## src/rtl/sim_mem_port_if.sv

```systemverilog
// -----------------------------------------------------------------------------
// sim_mem_port_if
//   Core-side command/response bus of the simulation memory port.
//
//   Parameters
//     ADDR_W : command byte-address width
//     DATA_W : response data width (32 or 64)
//
//   Signals
//     cmd_valid / cmd_ready : request handshake, accepted when both are high
//     cmd_addr              : byte address
//     cmd_wen               : 1 = write, 0 = read
//     cmd_wdata / cmd_wstrb : RAM-word aligned write data and byte strobes
//     rsp_valid / rsp_ready : read-response handshake
//     rsp_data              : read data
//
//   Modports
//     master : the core (drives commands, consumes responses)
//     slave  : the memory port
// -----------------------------------------------------------------------------
interface sim_mem_port_if #(
  parameter int ADDR_W = 64,
  parameter int DATA_W = 64
);
  logic              cmd_valid;
  logic              cmd_ready;
  logic [ADDR_W-1:0] cmd_addr;
  logic              cmd_wen;
  logic [63:0]       cmd_wdata;
  logic [7:0]        cmd_wstrb;
  logic              rsp_valid;
  logic              rsp_ready;
  logic [DATA_W-1:0] rsp_data;

  modport master (
    output cmd_valid, cmd_addr, cmd_wen, cmd_wdata, cmd_wstrb, rsp_ready,
    input  cmd_ready, rsp_valid, rsp_data
  );

  modport slave (
    input  cmd_valid, cmd_addr, cmd_wen, cmd_wdata, cmd_wstrb, rsp_ready,
    output cmd_ready, rsp_valid, rsp_data
  );
endinterface

```

## src/rtl/sim_mem_port.sv

```systemverilog
// -----------------------------------------------------------------------------
// sim_mem_port
//   Simulation memory port: turns a core cmd/rsp valid/ready bus into
//   RAMHelper-style word-array accesses. Writes are performed at the accept
//   edge and produce no response. Reads capture the RAM word at accept and
//   queue it in an in-order FIFO together with a 10-bit cycle stamp; the head
//   is presented once it has aged LATENCY cycles and is held until consumed.
//
//   Parameters
//     DATA_W    : response data width, 32 or 64
//     ADDR_W    : command address width
//     IDX_W     : RAM word-index width
//     BASE_ADDR : byte address mapped to RAM index 0
//     LATENCY   : cycles from accept to earliest rsp_valid, 1..1023
//     DEPTH     : maximum outstanding reads, power of 2, 2..16
//
//   Ports
//     clock, reset : clock and synchronous active-high reset
//     bus          : sim_mem_port_if.slave (cmd_* / rsp_* handshakes)
//     ram_en       : RAM access enable (accepted command)
//     ram_idx      : RAM word index, shared by read and write
//     ram_rdata    : RAM read data, combinational from ram_idx
//     ram_wdata    : RAM write data
//     ram_wmask    : RAM write bit mask (each strobe bit widened to a byte)
//     ram_wen      : RAM write enable
//     outstanding  : number of queued reads
//
//   Optional build macro
//     SIM_MEM_RANDOM_STALL_EN : adds a 16-bit Galois LFSR (seed 16'hACE1,
//     x^16+x^14+x^13+x^11+1) that forces cmd_ready low whenever its two low
//     bits are 00, to stress core stall paths.
// -----------------------------------------------------------------------------
module sim_mem_port #(
  parameter int          DATA_W    = 64,
  parameter int          ADDR_W    = 64,
  parameter int          IDX_W     = 28,
  parameter logic [63:0] BASE_ADDR = 64'h8000_0000,
  parameter int          LATENCY   = 1,
  parameter int          DEPTH     = 4
) (
  input  logic                     clock,
  input  logic                     reset,
  sim_mem_port_if.slave            bus,
  output logic                     ram_en,
  output logic [IDX_W-1:0]         ram_idx,
  input  logic [63:0]              ram_rdata,
  output logic [63:0]              ram_wdata,
  output logic [63:0]              ram_wmask,
  output logic                     ram_wen,
  output logic [$clog2(DEPTH):0]   outstanding
);

  localparam int                PTR_W    = $clog2(DEPTH);
  localparam int                CNT_W    = PTR_W + 1;
  localparam logic [CNT_W-1:0]  FULL_CNT = CNT_W'(DEPTH);
  localparam logic [9:0]        LAT_C    = 10'(LATENCY);
  localparam logic [ADDR_W-1:0] BASE_C   = ADDR_W'(BASE_ADDR);

  generate
    if (DATA_W != 32 && DATA_W != 64) begin : g_bad_data_w
      $error("sim_mem_port: DATA_W must be 32 or 64");
    end
    if (LATENCY < 1 || LATENCY > 1023) begin : g_bad_latency
      $error("sim_mem_port: LATENCY must be in 1..1023");
    end
    if (DEPTH < 2 || DEPTH > 16 || (1 << PTR_W) != DEPTH) begin : g_bad_depth
      $error("sim_mem_port: DEPTH must be a power of 2 in 2..16");
    end
  endgenerate

  typedef struct packed {
    logic [DATA_W-1:0] data;
    logic [9:0]        stamp;
  } entry_t;

  entry_t            fifo_q [DEPTH];
  entry_t            head;
  logic [PTR_W-1:0]  wr_ptr;
  logic [PTR_W-1:0]  rd_ptr;
  logic [CNT_W-1:0]  count;
  logic [9:0]        cycle;
  logic [9:0]        head_age;
  logic              head_seen;
  logic              stall;
  logic              full;
  logic              empty;
  logic              accept;
  logic              push;
  logic              pop;
  logic              eligible;
  logic              rsp_valid_int;
  logic [DATA_W-1:0] rd_word;

  // ---------------------------------------------------------------------------
  // Optional random stall source
  // ---------------------------------------------------------------------------
`ifdef SIM_MEM_RANDOM_STALL_EN
  logic [15:0] lfsr;

  always_ff @(posedge clock) begin
    if (reset) begin
      lfsr <= 16'hACE1;
    end else begin
      lfsr <= {1'b0, lfsr[15:1]} ^ (lfsr[0] ? 16'hB400 : 16'h0000);
    end
  end

  assign stall = (lfsr[1:0] == 2'b00);
`else
  assign stall = 1'b0;
`endif

  // ---------------------------------------------------------------------------
  // Command side
  // ---------------------------------------------------------------------------
  assign full  = (count == FULL_CNT);
  assign empty = (count == '0);

  // A full queue only blocks reads; writes never occupy a slot. The ready
  // decision looks at the current count only, so a pop does not free a slot
  // until the following cycle.
  assign bus.cmd_ready = !stall && (!full || bus.cmd_wen);

  assign accept = bus.cmd_valid && bus.cmd_ready && !reset;
  assign push   = accept && !bus.cmd_wen;

  assign ram_en    = accept;
  assign ram_wen   = accept && bus.cmd_wen;
  assign ram_idx   = IDX_W'((bus.cmd_addr - BASE_C) >> 3);
  assign ram_wdata = bus.cmd_wdata;

  always_comb begin
    ram_wmask = '0;
    for (int i = 0; i < 8; i++) begin
      ram_wmask[8*i +: 8] = {8{bus.cmd_wstrb[i]}};
    end
  end

  // Narrow ports return the half of the RAM word selected by address bit 2.
  generate
    if (DATA_W == 32) begin : g_w32
      assign rd_word = bus.cmd_addr[2] ? ram_rdata[63:32] : ram_rdata[31:0];
    end else begin : g_w64
      assign rd_word = ram_rdata;
    end
  endgenerate

  // ---------------------------------------------------------------------------
  // Response side
  // ---------------------------------------------------------------------------
  assign head     = fifo_q[rd_ptr];
  assign head_age = cycle - head.stamp;
  assign eligible = (head_age >= LAT_C);

  // head_seen keeps an already-presented head valid even if the 10-bit age
  // wraps during a long backpressure stall, so rsp_valid never drops early.
  assign rsp_valid_int = !empty && (eligible || head_seen);
  assign pop           = rsp_valid_int && bus.rsp_ready;

  assign bus.rsp_valid = rsp_valid_int;
  assign bus.rsp_data  = rsp_valid_int ? head.data : '0;
  assign outstanding   = count;

  // NOTE: sequential state uses non-blocking assignments so every register
  // samples pre-edge values regardless of statement order.
  always_ff @(posedge clock) begin
    if (reset) begin
      cycle     <= '0;
      wr_ptr    <= '0;
      rd_ptr    <= '0;
      count     <= '0;
      head_seen <= 1'b0;
    end else begin
      cycle     <= cycle + 10'd1;
      if (push) begin
        wr_ptr <= wr_ptr + PTR_W'(1);
      end
      if (pop) begin
        rd_ptr <= rd_ptr + PTR_W'(1);
      end
      count     <= count + CNT_W'(push) - CNT_W'(pop);
      head_seen <= rsp_valid_int && !pop;
    end
  end

  // NOTE: the FIFO storage is deliberately not reset; entries are only
  // observable through the count/pointers, which are reset, and rsp_data is
  // gated to zero while nothing is valid.
  always_ff @(posedge clock) begin
    if (push) begin
      fifo_q[wr_ptr] <= '{data: rd_word, stamp: cycle};
    end
  end

endmodule

```

## src/flat_wrapper.sv

```systemverilog
// flat-port wrapper written by rule: the top's interface ports become plain ports
module sim_mem_port_flat 
#(
  parameter int          DATA_W    = 64,
  parameter int          ADDR_W    = 64,
  parameter int          IDX_W     = 28,
  parameter logic [63:0] BASE_ADDR = 64'h8000_0000,
  parameter int          LATENCY   = 1,
  parameter int          DEPTH     = 4
)
  (clock, reset, ram_en, ram_idx, ram_rdata, ram_wdata, ram_wmask, ram_wen, outstanding, bus_cmd_valid, bus_cmd_addr, bus_cmd_wen, bus_cmd_wdata, bus_cmd_wstrb, bus_rsp_ready, bus_cmd_ready, bus_rsp_valid, bus_rsp_data);
  sim_mem_port_if #(.ADDR_W(ADDR_W), .DATA_W(DATA_W)) bus_i ();
  input  logic clock;
  input  logic reset;
  output logic ram_en;
  output logic [IDX_W-1:0] ram_idx;
  input  logic [63:0] ram_rdata;
  output logic [63:0] ram_wdata;
  output logic [63:0] ram_wmask;
  output logic ram_wen;
  output logic [$clog2(DEPTH):0] outstanding;
  input wire logic [$bits(bus_i.cmd_valid)-1:0] bus_cmd_valid;
  input wire logic [$bits(bus_i.cmd_addr)-1:0] bus_cmd_addr;
  input wire logic [$bits(bus_i.cmd_wen)-1:0] bus_cmd_wen;
  input wire logic [$bits(bus_i.cmd_wdata)-1:0] bus_cmd_wdata;
  input wire logic [$bits(bus_i.cmd_wstrb)-1:0] bus_cmd_wstrb;
  input wire logic [$bits(bus_i.rsp_ready)-1:0] bus_rsp_ready;
  output wire logic [$bits(bus_i.cmd_ready)-1:0] bus_cmd_ready;
  output wire logic [$bits(bus_i.rsp_valid)-1:0] bus_rsp_valid;
  output wire logic [$bits(bus_i.rsp_data)-1:0] bus_rsp_data;
  assign bus_i.cmd_valid = bus_cmd_valid;
  assign bus_i.cmd_addr = bus_cmd_addr;
  assign bus_i.cmd_wen = bus_cmd_wen;
  assign bus_i.cmd_wdata = bus_cmd_wdata;
  assign bus_i.cmd_wstrb = bus_cmd_wstrb;
  assign bus_i.rsp_ready = bus_rsp_ready;
  assign bus_cmd_ready = bus_i.cmd_ready;
  assign bus_rsp_valid = bus_i.rsp_valid;
  assign bus_rsp_data = bus_i.rsp_data;
  sim_mem_port #(.DATA_W(DATA_W), .ADDR_W(ADDR_W), .IDX_W(IDX_W), .BASE_ADDR(BASE_ADDR), .LATENCY(LATENCY), .DEPTH(DEPTH)) u_core (.clock(clock), .reset(reset), .bus(bus_i), .ram_en(ram_en), .ram_idx(ram_idx), .ram_rdata(ram_rdata), .ram_wdata(ram_wdata), .ram_wmask(ram_wmask), .ram_wen(ram_wen), .outstanding(outstanding));
endmodule
```

## config.mk

```make
export PLATFORM = sky130hd
export DESIGN_NAME = sim_mem_port_flat
export DESIGN_NICKNAME = d
export VERILOG_FILES = /design/src/rtl/sim_mem_port_if.sv /design/src/rtl/sim_mem_port.sv /design/src/flat_wrapper.sv
export SDC_FILE = /design/constraint.sdc
export NUM_CORES = 1
export LEC_CHECK = 0
export BUFFER_PORTS_ARGS = -buffer_cell sky130_fd_sc_hd__buf_2
export CAP_MARGIN = 20
export CORE_MARGIN = 4
export CORE_UTILIZATION = 52
export DETAILED_ROUTE_END_ITERATION = 16
export PLACE_DENSITY = 0.92
export SLEW_MARGIN = 0
export SYNTH_ARGS = -nofsm -noshare
export SYNTH_HDL_FRONTEND = slang
export SYNTH_SLANG_ARGS = --single-unit
```

## constraint.sdc

```tcl
create_clock -name clock -period 6.6 [get_ports clock]
set_clock_uncertainty 0.15 [all_clocks]
set_input_delay 1.98 -clock clock [delete_from_list [all_inputs] [get_ports clock]]
set_output_delay 1.98 -clock clock [all_outputs]
set_load 0.03 [all_outputs]
```

==> impl_metrics.json <==
{
  "status": "finished, final reports clean",
  "cap_viol_max_count": 0,
  "ys_seq_area_share_pct": 66.3,
  "synthCells": 779,
  "grt_pass1_wl_mm": 44.4,
  "worst_pin_slew_ns": 0.751,
  "hold_viol_final": 0,
  "path_buf_inv": 4,
  "synthArstFlopShare_pct": 0,
  "grt_max_degree": 51,
  "coreArea_um2": 26300,
  "routed_via_density": 5.71,
  "die_x_um": 172,
  "hold_path_class": "reg2reg",
  "cp_cell_sequence": "buf_4 > mux4_2 > inv_1 > ha_1 > nor3_1 > o2111ai_1 > o21ai_0 > mux2_2 > o2111a_1 > or2_4 > buf_12 > nor2b_1 > buf_2",
  "synthTopCellsByArea": "edfxtp_1 (63%), mux4_2 (12%), buf_4 (8.4%)",
  "p_leak_nw": 5.36,
  "wl_per_cell_um": 26.7,
  "port_buffers": 139,
  "antenna_found_initial": 3,
  "syn_area_um2": 14000,
  "worstPathRequired_ns": 4.47,
  "fin_crit_sh_pct": 95.8,
  "ir_drop_mv": 0.356,
  "synth_top_area_share_pct": 63.4,
  "worst_hold_startpoint": "u_core.rd_ptr[1]",
  "path_class": "reg2out",
  "clockBufferDepth": 3,
  "worstPathMaxFanout": 50,
  "rsz0062_at_grt": "false",
  "ant_nets": 0,
  "ys_types": 48,
  "dp_cells": 1088,
  "pin_count": 432,
  "synthFlopType": "edfxtp_1",
  "start_util_pct": 53.3,
  "dr.pass1.iters": 4,
  "wl_mm": 30.8,
  "yosys.area.top_type": "edfxtp_1",
  "layout_common_cells": "edfxtp_1 (296), buf_2 (139), mux4_2 (74), nor2b_4 (40), clkbuf_16 (34)",
  "setup_slack_ns": 0.274,
  "cts_max_level": 2,
  "cpPeakStageDelay_ns": 0.62,
  "gp_congestion": 0.800,
  "yosys_warnings": 0,
  "grt_pass1_vias": 6902,
  "rows": 59,
  "ys_seq_elements": 316,
  "synth_area_per_cell_um2": 18.0,
  "syn_to_final_growth_pct": 8.12,
  "fin_nets": 1017,
  "cts_buffers": 34,
  "drt-initial-drc-count": 548,
  "grt-ovfl-total": 0,
  "powerDensity_nw_per_um2": 404,
  "via_count": 6586,
  "critPathTopFamily": "buffers and inverters",
  "final_common_cell": "edfxtp_1",
  "finalNonFillerCells": 1154,
  "drive_above_1_share_pct": 41.0,
  "synth_nets": 1002,
  "period_minus_slack_ns": 6.33,
  "nFillCells": 1880,
  "setup_tns_ns": 0,
  "die_h_um": 172,
  "timing.final.max_slew_violations": 0,
  "preCtsSetupSlack_ns": 0.584,
  "arrival_ns": 4.20,
  "cp-end-kind": "output port",
  "grt_use_total_pct": 20.5,
  "finalSetupViolations": 0,
  "path_clk_slew_ns": 0.06,
  "cts_tree": "yes",
  "slew-limit-headroom_pct": 49.9,
  "slowest_stage": "buf_4",
  "drc": 0,
  "synth_edf_count": 296,
  "clk_latency_ns": 0.51,
  "cts-root-buf": "clkbuf_16",
  "clock.fmax_mhz": 158,
  "fin_hold_ws_ns": 0.353,
  "dp_hpwl_mm": 21.2,
  "cts.sinks": 316,
  "design.die.area_um2": 29600,
  "crit_path_start_kind": "register"
}
-- report_power, final --
group,switching (mW),total [mW],internal (mW)
logic,1.15,1.91,0.766
registers,0.0351,2.28,2.24
clock network,0.755,1.93,1.17
total,1.94,6.12,4.18
-- registers in the layout, summed over array words and instances, names as in the netlist, named ones only --
| signal | cells |
|---|---|
| u_core.fifo_q | 296 |
| u_core.cycle | 10 |
| u_core.outstanding | 3 |
| u_core.rd_ptr | 2 |
| u_core.wr_ptr | 2 |
| u_core.head_seen | 1 |
-- final timing paths --
path | cells after the start | to | slack [ns]
min reg2reg | 2 | register | 0.35
min | 2 | register | 0.35
max reg2reg | 16 | u_core.outstanding[2] | 2.22
max | 13 | bus_rsp_data[11] | 0.27
-- synthesized netlist by cell type (all sizes together), types with 2 or more instances --
cell and number:
dfxtp 20, ha 16, xnor2 7, nor2b 71, o211a 2, mux4 74
a21oi 7, buf 165, clkbuf 17, edfxtp 296, a21o 4, xor2 6
inv 19, nand3b 2, nor2 13, or3 3, and2 6, nand3 7
nor3 6, and3 2, o21ai 4, and3b 2, mux2 3, nand2 6
fa 2, o2111ai 3, o21a 2
-- final cells by class --
class | count | area, um^2 | share of cell area, %
Inverter | 19 | 71.3 | 0.471
Sequential cell | 316 | 9300 | 61.3
Tap cell | 335 | 419 | 2.77
Timing Repair Buffer | 161 | 898 | 5.93
Antenna cell | 1 | 2.50 | 0.0165
Clock inverter | 15 | 241 | 1.59
Clock buffer | 45 | 902 | 5.95
Multi-Input combinational cell | 262 | 3320 | 21.9
-- metal layers --
metal	global-route usage (%)	part of all wire (%)	vias up
met5	3.51	0.59	-
met1	22.9	33	3270
met4	5.74	2.4	8
met3	11.1	14	71
li1	-	-	2835
met2	33.8	50	402
-- tightest hold or removal path: stages (launching register included) --
cell and delay (ns):
dfxtp_1 0.30, o21ai_0 0.07, a21oi_1 0.08
-- logic make-up (layout without fill, tap and decap cells) --
| logic type | after synthesis | in the layout | synth area share (%) |
|---|---|---|---|
| compound gates | 30 | 30 | 1.56 |
| xor+xnor | 13 | 13 | 0.866 |
| fa+ha+maj | 18 | 18 | 1.71 |
| buf+inv | 201 | 240 | 10.1 |
| flops | 316 | 316 | 66.3 |
| mux | 77 | 77 | 12.1 |
| other cells | 0 | 1 | 0 |
| simple gates | 124 | 124 | 7.36 |
-- metrics by stage --
step / instance area [um^2] / util, % / power (mW)
after global routing: 15200 / 57.7 / 6.37
after CTS: 15100 / 57.6 / 6.18
final: 15200 / 57.7 / 6.12
after floorplan: 14000 / - / 3.96
after global placement: 14000 / 53.2 / 4.19
after detailed placement: 14000 / 53.2 / 4.22
-- what timing repair did --
item / in CTS / in global routing
cloned: 0 / 0
setup buffers: 4 / 1
pin swaps: 0 / 0
gates resized for setup: 1 / 0
hold buffers: 0 / 0
endpoints found under the setup margin: 57 / 36
Power figures use the tool's default switching activity.
